===== config.mk =====
export PLATFORM = sky130hd
export DESIGN_NAME = bird_motion_ctrl
export DESIGN_NICKNAME = d
export VERILOG_FILES = /design/src/rtl/bird_motion_ctrl.sv
export SDC_FILE = /design/constraint.sdc
export NUM_CORES = 1
export LEC_CHECK = 0
export CORE_ASPECT_RATIO = 0.8
export CORE_UTILIZATION = 45
export CTS_BUF_LIST = sky130_fd_sc_hd__clkbuf_4 sky130_fd_sc_hd__clkbuf_8
export DETAILED_ROUTE_END_ITERATION = 6
export PLACE_DENSITY = 0.76
export SLEW_MARGIN = 15
export SYNTH_ARGS = -nofsm -noshare
export SYNTH_HDL_FRONTEND = slang
export SYNTH_SLANG_ARGS = --single-unit

===== constraint.sdc =====
create_clock -name clk -period 3.6 [get_ports clk]
set_input_delay 1.08 -clock clk [delete_from_list [all_inputs] [get_ports clk]]
set_output_delay 1.08 -clock clk [all_outputs]
set_load 0.05 [all_outputs]

===== src/rtl/bird_motion_ctrl.sv =====
// Flappy Bird physics sequencer: turns tick/flap edges into bird-row steps,
// runs the IDLE/RUN/DEAD game state machine and keeps a saturating score.
module bird_motion_ctrl #(
   parameter int ROWS      = 16,
   parameter int ROW_W     = 4,
   parameter int START_ROW = 7,
   parameter int FLAP_RISE = 3
) (
   input  logic             clk,
   input  logic             reset,
   input  logic             tick,
   input  logic             flap,
   input  logic             collide,
   input  logic             pass,
   output logic [ROW_W-1:0] row,
   output logic             alive,
   output logic             dead,
   output logic             step_out,
   output logic [7:0]       score
);

   localparam logic [1:0] ST_IDLE = 2'd0;
   localparam logic [1:0] ST_RUN  = 2'd1;
   localparam logic [1:0] ST_DEAD = 2'd2;

   localparam logic [ROW_W-1:0] ROW_START  = ROW_W'(START_ROW);
   localparam logic [ROW_W-1:0] ROW_GROUND = ROW_W'(ROWS - 1);
   localparam logic [3:0]       RISE_INIT  = 4'(FLAP_RISE - 1);

   logic [1:0]       state_q, state_d;
   logic [ROW_W-1:0] row_q, row_d;
   logic [3:0]       rise_q, rise_d;
   logic             pend_q, pend_d;
   logic [7:0]       score_q, score_d;
   logic             step_out_q, step_out_d;
   logic             alive_q, dead_q;
   logic             tick_q, flap_q;

   logic step, fedge;
   logic [ROW_W-1:0] row_up;

   assign step   = tick & ~tick_q;
   assign fedge  = flap & ~flap_q;
   assign row_up = (row_q == '0) ? '0 : row_q - 1'b1;

   // NOTE: every variable gets a default before any branch, so no path leaves it unassigned (no latches).
   always_comb begin
      state_d    = state_q;
      row_d      = row_q;
      rise_d     = rise_q;
      pend_d     = pend_q;
      score_d    = score_q;
      step_out_d = 1'b0;

      case (state_q)
         ST_IDLE: begin
            row_d = ROW_START;
            if (fedge) begin
               state_d = ST_RUN;
               score_d = '0;
               rise_d  = '0;
               pend_d  = 1'b0;
            end
         end

         ST_RUN: begin
            if (fedge) pend_d = 1'b1;
            if (pass && score_q != 8'hFF) score_d = score_q + 8'd1;

            if (step) begin
               if (collide) begin
                  state_d = ST_DEAD;
                  pend_d  = 1'b0;
               end else if (pend_q || fedge) begin
                  rise_d     = RISE_INIT;
                  row_d      = row_up;
                  pend_d     = 1'b0;
                  step_out_d = 1'b1;
               end else if (rise_q != '0) begin
                  rise_d     = rise_q - 4'd1;
                  row_d      = row_up;
                  step_out_d = 1'b1;
               end else begin
                  step_out_d = 1'b1;
                  // Landing on the ground row ends the run on the same edge.
                  if (row_q >= ROW_GROUND - 1'b1) begin
                     row_d   = ROW_GROUND;
                     state_d = ST_DEAD;
                     pend_d  = 1'b0;
                  end else begin
                     row_d = row_q + 1'b1;
                  end
               end
            end
         end

         ST_DEAD: begin
            pend_d = 1'b0;
            if (fedge) begin
               state_d = ST_IDLE;
               row_d   = ROW_START;
            end
         end

         default: begin
            state_d = ST_IDLE;
            row_d   = ROW_START;
         end
      endcase
   end

   // NOTE: sequential state uses non-blocking assignments so all flops update together.
   always_ff @(posedge clk or negedge reset) begin
      if (!reset) begin
         state_q    <= ST_IDLE;
         row_q      <= ROW_START;
         rise_q     <= '0;
         pend_q     <= 1'b0;
         score_q    <= '0;
         step_out_q <= 1'b0;
         alive_q    <= 1'b0;
         dead_q     <= 1'b0;
         tick_q     <= 1'b0;
         flap_q     <= 1'b0;
      end else begin
         state_q    <= state_d;
         row_q      <= row_d;
         rise_q     <= rise_d;
         pend_q     <= pend_d;
         score_q    <= score_d;
         step_out_q <= step_out_d;
         alive_q    <= (state_d == ST_RUN);
         dead_q     <= (state_d == ST_DEAD);
         tick_q     <= tick;
         flap_q     <= flap;
      end
   end

   assign row      = row_q;
   assign alive    = alive_q;
   assign dead     = dead_q;
   assign step_out = step_out_q;
   assign score    = score_q;

endmodule


==> impl_results.md <==
- DR vias: 1,182
- Worst Path Required: 2.52 ns
- Synth Area in Adders: under 10%
- Netlist cell types: 52
- DRC: 0
- GRT overflow: 0
- Fraction of layout cells with a size suffix above 1: 12.50%
- Critical path class: reg2out
- Post-synthesis mux area share: between 3 and 4%
- Vias/cell: 5.970
- CTS Buffer Depth: 2
- Tmin final: 2.776 ns
- Core Util, Final: 59.56%
- Final worst slack: between 0.8 and 0.9 ns
- Filler instances: 252
- Hold EP: rise_q[0]
- WHS Path Cells: 1
- Clock transition at the registers of the reported paths: 0.08 ns
- Syn_nets: 150
- Vias in the first global route: 1,092
- Post-CTS Setup Bufs: 0
- Xor/xnor cell area share of the yosys netlist: 0.6092%
- Mapped Area: around 1400 sq um
- Iteration-0 DRC count of the detailed router: 87
- Fin crit share: about 77%
- Worst reg2reg path startpoint: rise_q[0]
- Syn Inst Count: between 100 and 150
- Setup TNS: 0 ns
- Hold-fix buffer count after cts: 0
- Power Density: between 600 and 700 nW/um^2
- Chip width: 65.20 um
- Max Slew Vio Count: 0
- Post-synth top area cell: dfrtp_1
- Number of synthesized flops with an enable pin: 0
- Reg2Reg Depth: 6
- Worst rel slew slack: around three fifths
- WP buf/inv: 1
- Diode count: 0
- Seq/Total Area, Yosys: between 40% and 50%
- IO Pins: 21
- Simple-Gate Fraction of Synth Area: 23.93%
- Clock latency on the worst-skew pair: 0.27 ns
- Die area: 3426 sq um
- Fmax: 360.2 MHz
- Hold WS: 0.5307 ns
- Total Routing Usage GR: between 20% and 30%
- Num CTS Buffers: 3
- Ys flop type: dfrtp_1
- Routability cong.: 0.9453
- R2R Setup Slk: approximately 1.6 ns
- Ys async rst share: 100.0%
- H-tree depth: 1
- Worst-Margin Slew: 0.6124 ns
- Routed Antenna Nets: 0
- Post-CTS sizing: 0
- Worst path cell trace: clkdlybuf4s50_1
- Die Y: about 53 um
- Mean Syn Cell Area: 10.34 sq um
- RSZ-0062 raised after global routing: no
- First-pass GRT wire length: 5533 um
- Skew final: 0.009412 ns
- Drt wl/cell: between 15 and 20 um
- Final #Nets: about 170
- Sink Count: 24
- Leakage: 0.0007476 uW
- Total power: 1164 uW
- Yosys top cell area share: a little over a third
- Status: finished, final reports clean
- Post-DP HPWL: 2299 um
- Synth area leaders: dfrtp_1, dfstp_2, ha_1
- Port bufs: 20
- Peak supply drop: 0.0003867 V
- Critical path startpoint category: register
- CTS tree: yes
- Crit. End Element: output port
- Largest family of logic cells by synthesized area: simple AND/OR/NAND/NOR gates
- Most frequent cells in the layout: dfrtp_1, clkdlybuf4s50_1, o21ai_0
- Crit path DAT: approximately 1.7 ns
- Worst R2R End: state_q[0]
- Worst Min Path Start: rise_q[0]
- Slowest cell on crit path: clkdlybuf4s50_1
- Finish-stage setup viols: 0
- Pre-CTS WS: 0.6994 ns
- Final Hold Vio Count: 0
- Warning count from the yosys run: 0
- Post-synthesis compound-gate area fraction: 21.41%
- Site row count: 17
- Hold Path Class: reg2reg
- Commonest non-fill, non-tap cell in the layout: dfrtp_1
- Max-cap violations: 0
- Yosys reg bits: 24
- DRT Wirelength: 3231 um
- Area Growth Syn to Fin: 19.84%
- Initial antenna violation count: 0
- Pin count of the biggest net entering global routing: 25
- Initial Utilization: 49.70%
- Crit-path max FO: 8
- Core area: 2893 sq um
- CP delay by family, top: buffers and inverters
- CP peak stage delay: between 0.8 and 0.9 ns
- Clock root cell: clkbuf_8
- TritonRoute pass-1 iters: 4
Yosys cell counts (2+ instances only):
master / number
a21o_1: 3
a21oi_1: 4
a22oi_1: 2
buf_2: 2
dfrtp_1: 21
dfstp_2: 3
ha_1: 5
inv_1: 7
mux2i_1: 4
nand2_1: 10
nand2b_1: 4
nand3_1: 5
nand4_1: 3
nor2b_1: 3
nor3_1: 4
nor3b_1: 2
nor4_1: 3
o211ai_1: 3
o211ai_2: 2
o21ai_0: 11
o22ai_1: 5
o31a_1: 2
o31ai_1: 2
layout make-up:
class	instances	area, sq um	area share [%]
multi-input cells	103	774.5	44.95
flip-flops and latches	24	604.3	35.08
repair buffers	22	215.2	12.49
clock buffers	4	55.05	3.195
well taps	38	47.55	2.760
inverters	7	26.28	1.525
report_power, final:
| group | internal, uW | total (uW) | switching [uW] | leakage (uW) |
|---|---|---|---|---|
| Sequential | 335 | 426 | 91.2 | 0.000310 |
| Clock | 97.8 | 187 | 89.3 | 0.0000288 |
| Combinational | 203 | 551 | 348 | 0.000409 |
stage by stage:
stage          instance area [sq um]  instances
6_report                        1723        198
5_1_grt                         1723        198
4_1_cts                         1723        198
3_5_place_dp                    1668        194
3_3_place_gp                    1668        194
2_1_floorplan                   1438        139
registers in the layout (all words and copies together) (netlist names):
register / cells
step_out: 1
score: 8
row: 4
pend_q: 1
tick_q: 1
flap_q: 1
state_q: 2
dead: 1
alive: 1
rise_q: 4
kinds of logic after synthesis:
family                   after synthesis
buffers and inverters                 12
XOR/XNOR                               1
AO/OA/AOI/OAI                         42
adder cells (fa/ha/maj)                5
AND/OR/NAND/NOR                       50
multiplexers                           5
flip-flops                            24
metal layers:
metal / routed length (um) / global-route usage [%] / vias up
li1: - / - / 578
met1: 1599 / 32.92 / 560
met2: 1445 / 31.79 / 37
met3: 154 / 5.000 / 7
met4: 31 / 5.435 / 0
met5: 0 / 0 / -
worst max-delay path by stage:
stage | start | endpoint | slack, ns | depth (start not counted)
3_3_place_gp | flap | row[2] | 0.76 | 5
5_1_grt | flap | row[2] | 0.74 | 5
3_5_place_dp | flap | row[2] | 0.70 | 5
2_1_floorplan | flap | row[2] | 1.55 | 5
4_1_cts | row[2] | row[2] | 0.82 | 1
6_report | row[2] | row[2] | 0.82 | 1
Note: power is estimated with default switching activity, not from simulation.
